$ cat src/rtl/nfa_ctrl_pkg.sv
// Shared types for the NFA branch stream controller: FSM states, the
// per-packet result record and the default field widths.
package nfa_ctrl_pkg;

    localparam int DEF_MATCH_LAT = 1;
    localparam int DEF_LEN_W     = 16;
    localparam int DEF_CNT_W     = 8;

    typedef enum logic [2:0] {
        IDLE   = 3'd0,
        SCAN   = 3'd1,
        DRAIN  = 3'd2,
        REPORT = 3'd3,
        FLUSH  = 3'd4
    } ctrl_state_e;

    // Result record as seen by the rule-result aggregator at default widths.
    typedef struct packed {
        logic                 hit;
        logic [DEF_CNT_W-1:0] count;
        logic [DEF_LEN_W-1:0] first_pos;
        logic [DEF_LEN_W-1:0] len;
        logic                 gap;
        logic                 ovf;
    } nfa_result_t;

endpackage

$ cat src/rtl/nfa_match_align.sv
// Delay line that re-times each presented byte's {fired, pos_ok, idx} by the
// branch's match latency, so a returning match can be attributed to the byte
// that completed it. Bubbles travel through with fired=0 and are ignored.
module nfa_match_align #(
    parameter int MATCH_LAT = 1,
    parameter int LEN_W     = 16
) (
    input  logic             clk,
    input  logic             reset_n,
    input  logic             fired,
    input  logic             pos_ok,
    input  logic [LEN_W-1:0] idx,
    input  logic             match,
    output logic             hit,
    output logic             hit_pos_ok,
    output logic [LEN_W-1:0] hit_idx
);

    logic [MATCH_LAT-1:0]            fired_sr;
    logic [MATCH_LAT-1:0]            ok_sr;
    logic [MATCH_LAT-1:0][LEN_W-1:0] idx_sr;

    // Shift the byte tags one stage per cycle, including bubble cycles.
    // NOTE: this is a short tag pipeline, not a storage array, so it is reset
    // to keep a stale fired=1 from attributing a match after reset.
    always_ff @(posedge clk) begin
        if (reset_n) begin
            fired_sr <= '0;
            ok_sr    <= '0;
            idx_sr   <= '0;
        end else begin
            // NOTE: non-blocking assignments let every stage sample the
            // previous cycle's value regardless of statement order.
            fired_sr[0] <= fired;
            ok_sr[0]    <= pos_ok;
            idx_sr[0]   <= idx;
            for (int i = 1; i < MATCH_LAT; i++) begin
                fired_sr[i] <= fired_sr[i-1];
                ok_sr[i]    <= ok_sr[i-1];
                idx_sr[i]   <= idx_sr[i-1];
            end
        end
    end

    assign hit        = match & fired_sr[MATCH_LAT-1];
    assign hit_pos_ok = ok_sr[MATCH_LAT-1];
    assign hit_idx    = idx_sr[MATCH_LAT-1];

endmodule

$ cat src/rtl/nfa_stream_ctrl.sv
// Sequences one chained-opchar NFA branch over a framed byte stream and
// produces one result record per packet (hit, count, first position, length,
// bubble and overflow flags). Reset is synchronous and active-high on reset_n.
module nfa_stream_ctrl
    import nfa_ctrl_pkg::*;
#(
    parameter int MATCH_LAT = DEF_MATCH_LAT,
    parameter int ANCHORED  = 0,
    parameter int LEN_W     = DEF_LEN_W,
    parameter int CNT_W     = DEF_CNT_W
) (
    input  logic             clk,
    input  logic             reset_n,
    input  logic             s_valid,
    output logic             s_ready,
    input  logic [7:0]       s_data,
    input  logic             s_last,
    output logic             nfa_en,
    output logic [7:0]       nfa_payload,
    input  logic             nfa_match,
    output logic             nfa_flush,
    output logic             r_valid,
    input  logic             r_ready,
    output logic             r_hit,
    output logic [CNT_W-1:0] r_count,
    output logic [LEN_W-1:0] r_first_pos,
    output logic [LEN_W-1:0] r_len,
    output logic             r_gap,
    output logic             r_ovf
);

    localparam int                DRAIN_W    = (MATCH_LAT > 1) ? $clog2(MATCH_LAT) : 1;
    localparam logic [DRAIN_W-1:0] DRAIN_LAST = DRAIN_W'(MATCH_LAT - 1);
    localparam logic [LEN_W-1:0]  LEN_MAX    = {LEN_W{1'b1}};
    localparam logic [CNT_W-1:0]  CNT_MAX    = {CNT_W{1'b1}};

    ctrl_state_e        state, next_state;
    logic               ready_q;
    logic [DRAIN_W-1:0] drain_q;
    logic [LEN_W-1:0]   len_q, first_q;
    logic [CNT_W-1:0]   cnt_q;
    logic               hit_q, gap_q, ovf_q;

    logic               fire;
    logic [LEN_W-1:0]   idx;
    logic               pos_ok;
    logic               al_hit, al_pos_ok;
    logic [LEN_W-1:0]   al_idx;

    assign fire        = s_valid & ready_q;
    assign s_ready     = ready_q;
    // The byte index of the presented byte equals the bytes accepted so far.
    assign idx         = (state == SCAN) ? len_q : '0;
    // Once the length has saturated, later byte indices are no longer exact.
    assign pos_ok      = (state == IDLE) || !ovf_q;
    assign nfa_payload = s_data;
    assign nfa_en      = fire & ((ANCHORED == 0) || (idx == '0));

    nfa_match_align #(
        .MATCH_LAT (MATCH_LAT),
        .LEN_W     (LEN_W)
    ) u_align (
        .clk        (clk),
        .reset_n    (reset_n),
        .fired      (fire),
        .pos_ok     (pos_ok),
        .idx        (idx),
        .match      (nfa_match),
        .hit        (al_hit),
        .hit_pos_ok (al_pos_ok),
        .hit_idx    (al_idx)
    );

    // Next-state and state-decoded outputs.
    always_comb begin
        // NOTE: every output of this block gets a default first so no path
        // leaves it unassigned and no latch is inferred.
        next_state = state;
        r_valid    = 1'b0;
        nfa_flush  = 1'b0;
        unique case (state)
            IDLE:    if (fire) next_state = s_last ? DRAIN : SCAN;
            SCAN:    if (fire && s_last) next_state = DRAIN;
            DRAIN:   if (drain_q == DRAIN_LAST) next_state = REPORT;
            REPORT: begin
                r_valid = 1'b1;
                if (r_ready) next_state = FLUSH;
            end
            FLUSH: begin
                nfa_flush  = 1'b1;
                next_state = IDLE;
            end
            default: next_state = IDLE;
        endcase
    end

    // State register; s_ready is registered from the next state so r_ready
    // never reaches s_ready combinationally.
    always_ff @(posedge clk) begin
        if (reset_n) begin
            state   <= IDLE;
            ready_q <= 1'b0;
        end else begin
            state   <= next_state;
            ready_q <= (next_state == IDLE) || (next_state == SCAN);
        end
    end

    // Count the cycles spent waiting for the last byte's match to return.
    always_ff @(posedge clk) begin
        if (reset_n || state != DRAIN) drain_q <= '0;
        else                           drain_q <= drain_q + 1'b1;
    end

    // Per-packet accumulators: length, flags, match count and first position.
    always_ff @(posedge clk) begin
        if (reset_n) begin
            len_q   <= '0;
            ovf_q   <= 1'b0;
            gap_q   <= 1'b0;
            hit_q   <= 1'b0;
            cnt_q   <= '0;
            first_q <= '0;
        end else begin
            if (state == IDLE && fire) begin
                len_q   <= LEN_W'(1);
                ovf_q   <= 1'b0;
                gap_q   <= 1'b0;
                hit_q   <= 1'b0;
                cnt_q   <= '0;
                first_q <= '0;
            end else if (state == SCAN) begin
                if (!s_valid) gap_q <= 1'b1;
                if (fire) begin
                    if (len_q == LEN_MAX) ovf_q <= 1'b1;
                    else                  len_q <= len_q + LEN_W'(1);
                end
            end
            if ((state == SCAN || state == DRAIN) && al_hit) begin
                if (cnt_q != CNT_MAX) cnt_q <= cnt_q + CNT_W'(1);
                hit_q <= 1'b1;
                if (!hit_q && al_pos_ok) first_q <= al_idx;
            end
        end
    end

    assign r_hit       = hit_q;
    assign r_count     = cnt_q;
    assign r_first_pos = first_q;
    assign r_len       = len_q;
    assign r_gap       = gap_q;
    assign r_ovf       = ovf_q;

endmodule

$ cat config.mk
export PLATFORM = sky130hd
export DESIGN_NAME = nfa_stream_ctrl
export DESIGN_NICKNAME = d
export VERILOG_FILES = /design/src/rtl/nfa_ctrl_pkg.sv /design/src/rtl/nfa_match_align.sv /design/src/rtl/nfa_stream_ctrl.sv
export SDC_FILE = /design/constraint.sdc
export NUM_CORES = 1
export LEC_CHECK = 0
export CORE_UTILIZATION = 35
export DETAILED_ROUTE_END_ITERATION = 8
export PLACE_DENSITY = 0.59
export SYNTH_ARGS = -nofsm -noshare
export SYNTH_HDL_FRONTEND = slang
export SYNTH_SLANG_ARGS = --single-unit
$ cat constraint.sdc
create_clock -name clk -period 3.8 [get_ports clk]
set_clock_uncertainty 0.2 [all_clocks]
set_input_delay 0.76 -clock clk [delete_from_list [all_inputs] [get_ports clk]]
set_output_delay 0.76 -clock clk [all_outputs]
set_load 0.05 [all_outputs]
==> reports/qor.tcl <==
set qor(overflow) 0
set qor(ctsHtreeMaxLevel) 3
set qor(global_route_wire_length_before_repair_um) 11080
set qor(vias) 2464
set qor(power.total_mw) 1.361
set qor(power.static_leakage_nw) 1.157
set qor(syn2layout_area_growth_pct) 25.63
set qor(route.detailed.drc) 0
set qor(layout-drive-gt1-share_pct) 8.356
set qor(clock_path_buffers) 2
set qor(synthArstFlopShare_pct) 0
set qor(ys.warnings.count) 0
set qor(number_of_antenna_violating_nets_in_the_routed_design) 0
set qor(cts.clk_slew.worst_paths_ps) 70
set qor(design.final.nets) 382
set qor(fin_crit_sh_pct) 84.12
set qor(ctsResizeCount) 0
set qor(cp.required_ps) 2840
set qor(hold_class) {flip-flop to flip-flop}
set qor(placement.io_buffers) 52
set qor(ir_worst_vdd_mv) 0.1748
set qor(timing.max_slew.rel_slack_pct) 46.72
set qor(synth_top_cell_area_share_pct) 46.66
set qor(die-width_um) 91.95
set qor(setup_violations) 0
set qor(ys_ff_latch) 66
set qor(grt_max_degree) 25
set qor(cts-buffers-inserted) 9
set qor(post-synth-top-area-cell) {sky130_fd_sc_hd__dfxtp_1}
set qor(ff2ff_setup_slack_ps) 1590
set qor(starting_density_of_the_core_pct) 36.45
set qor(ys_dominant_reg_cell) {sky130_fd_sc_hd__dfxtp_1}
set qor(share_of_the_core_filled_with_cells_pct) 45.80
set qor(max_slew.worst_pin.slew_ps) 793.3
set qor(worst_skew_pair.late_latency_ps) 340
set qor(routedWlPerCell_um) 14.03
set qor(fin_setup_tns_ps) 0
set qor(critical_path.reg2reg.startpoint) {r_len[0]$_SDFFE_PP0P_}
set qor(detailedPlacementHpwl_um) 4622
set qor(cts_root_buf) {sky130_fd_sc_hd__clkbuf_8}
set qor(worst_setup_path_end_kind) {output port}
set qor(maxSlewViolCount) 0
set qor(timing.hold.ws_ps) 202.3
set qor(synthTopCellsByCount) {66 x sky130_fd_sc_hd__dfxtp_1, 39 x sky130_fd_sc_hd__a21oi_1, 32 x sky130_fd_sc_hd__nand2_1}
set qor(crit_path_start_kind) {input port}
set qor(worst-path-max-fanout) 4
set qor(post_synth_inst_count) 324
set qor(timing.reg2reg.worst_path_depth) 5
set qor(antenna_found_initial) 0
set qor(synthesized_nets) 340
set qor(detailedRoute.firstIterationViolations) 151
set qor(finalHoldViolCount) 0
set qor(std_cell_rows) 32
set qor(fp.dieH_um) 91.95
set qor(cts_hold_buffers) 0
set qor(synth_enable_flop_cells) 0
set qor(crit_start) {s_valid}
set qor(syn-cell-area_um2) 2831
set qor(synth.yosys.seq_area_share_pct) 46.66
set qor(synthTopCellsByArea) {sky130_fd_sc_hd__dfxtp_1 47%, sky130_fd_sc_hd__a21oi_1 6.9%, sky130_fd_sc_hd__nand3_1 4.6%}
set qor(critPathKind) {input port to output port}
set qor(r2r_end) {r_len[0]$_SDFFE_PP0P_}
set qor(max_freq_mhz) 312.8
set qor(final.min_clock_period_ps) 3197
set qor(synth_cell_type_count) 49
set qor(count_of_filler_cells_inserted_in_the_layout) 818
set qor(io_pins) 69
set qor(cp.arrival_ps) 2240
set qor(clock_net_sink_count) 66
set qor(post_cts.repair.setup_buffers) 0
set qor(status) {completed}
set qor(setup_repair_after_global_routing_missed_its_margin) {no}
set qor(floorplan.die_area_um2) 8454
set qor(first_global_vias) 2213
set qor(detail_route.first_pass.iterations) 4
set qor(gr-usage-all-layers_pct) 16.60
set qor(setup.worst_path.end) {nfa_en}
set qor(vias_per_cell) 5.209
set qor(core_um2) 7767
set qor(tritoncts) {yes}
set qor(cap_viol_max_count) 0
set qor(post-synth-top-count-cell) {sky130_fd_sc_hd__dfxtp_1}
set qor(postSynthAreaPerCell_um2) 8.739
set qor(diodes) 0
set qor(gpl.final_weighted_congestion) 0.8192
set qor(cell_area_power_density_nw_per_um2) 382.7
set qor(wl_um) 6636
final cells by class:
| type | count | area (um^2) | share of cell area (%) |
|---|---|---|---|
| repair buffers | 57 | 558.0 | 15.69 |
| well taps | 102 | 127.6 | 3.588 |
| clock inverters | 7 | 70.07 | 1.970 |
| multi-input cells | 227 | 1338 | 37.60 |
| inverters | 5 | 18.77 | 0.5276 |
| clock buffers | 9 | 123.9 | 3.482 |
| flip-flops and latches | 66 | 1321 | 37.14 |
layer usage:
layer	GRT usage [%]	wire [um]
met1	23.73	3329
met2	24.38	2925
met3	2.239	243
met4	8.203	138
met5	0	0
cells in the final DEF, fill, tap and decap left out, types with 4 or more instances in the layout:
| cell | count |
|---|---|
| sky130_fd_sc_hd__or3_1 | 6 |
| sky130_fd_sc_hd__and2_1 | 18 |
| sky130_fd_sc_hd__clkbuf_8 | 9 |
| sky130_fd_sc_hd__o211ai_1 | 4 |
| sky130_fd_sc_hd__o21ai_0 | 9 |
| sky130_fd_sc_hd__buf_4 | 5 |
| sky130_fd_sc_hd__nor2_1 | 10 |
| sky130_fd_sc_hd__o31ai_1 | 8 |
| sky130_fd_sc_hd__nor3_1 | 10 |
| sky130_fd_sc_hd__dfxtp_1 | 66 |
| sky130_fd_sc_hd__clkdlybuf4s50_1 | 52 |
| sky130_fd_sc_hd__nand3_1 | 26 |
| sky130_fd_sc_hd__a21oi_1 | 39 |
| sky130_fd_sc_hd__nand4_1 | 12 |
| sky130_fd_sc_hd__a31oi_1 | 5 |
| sky130_fd_sc_hd__nand2_1 | 32 |
| sky130_fd_sc_hd__or4_1 | 10 |
| sky130_fd_sc_hd__inv_1 | 4 |
worst max-delay path, stage by stage:
cell and delay [ps]:
sky130_fd_sc_hd__clkdlybuf4s50_1 470, sky130_fd_sc_hd__nand2_1 120, sky130_fd_sc_hd__clkinv_1 90, sky130_fd_sc_hd__clkdlybuf4s50_1 800
sequential cells by signal (all words and copies together), names as in the netlist:
register	count
r_hit	1
state	3
r_ovf	1
u_align.hit_pos_ok	1
drain_q	1
s_ready	1
u_align.hit_idx	16
r_len	16
r_first_pos	16
r_gap	1
r_count	8
u_align.fired_sr	1
worst min-delay path by stage:
stage	start	to	slack, ps	depth (start not counted)
2_1_floorplan	drain_q$_SDFF_PP0_	drain_q$_SDFF_PP0_	180	1
3_3_place_gp	drain_q$_SDFF_PP0_	drain_q$_SDFF_PP0_	190	1
3_5_place_dp	drain_q$_SDFF_PP0_	drain_q$_SDFF_PP0_	200	1
4_1_cts	drain_q$_SDFF_PP0_	drain_q$_SDFF_PP0_	210	1
5_1_grt	drain_q$_SDFF_PP0_	drain_q$_SDFF_PP0_	220	1
6_report	drain_q$_SDFF_PP0_	drain_q$_SDFF_PP0_	200	1
power by group:
part / internal, mW / leakage [nW] / switching [mW]
clock network: 0.301 / 0.0990 / 0.276
registers: 0.697 / 0.533 / 0.00815
logic: 0.0271 / 0.525 / 0.0524
total: 1.03 / 1.16 / 0.336
per-stage QoR:
| step | cell area (um^2) | instances | worst slack, ps |
|---|---|---|---|
| floorplan | 2831 | 324 | 1170 |
| finish | 3557 | 473 | 603.3 |
| CTS | 3557 | 473 | 592.5 |
| global placement | 3363 | 457 | 619.4 |
| detailed placement | 3363 | 457 | 598.9 |
| global route | 3557 | 473 | 531.6 |
kinds of logic (layout without fill, tap and decap cells):
logic type | Yosys count | after routing | synth area share (%)
xor gates and xnor gates | 1 | 1 | 0.3094
AOI/OAI and AO/OA | 75 | 75 | 15.73
adders and majority gates | 2 | 2 | 0.8836
buffers and inverters | 31 | 78 | 6.098
DFF | 66 | 66 | 46.66
muxes | 1 | 1 | 0.3535
and+or+nand+nor | 148 | 148 | 29.96
Power figures use the tool's default switching activity.
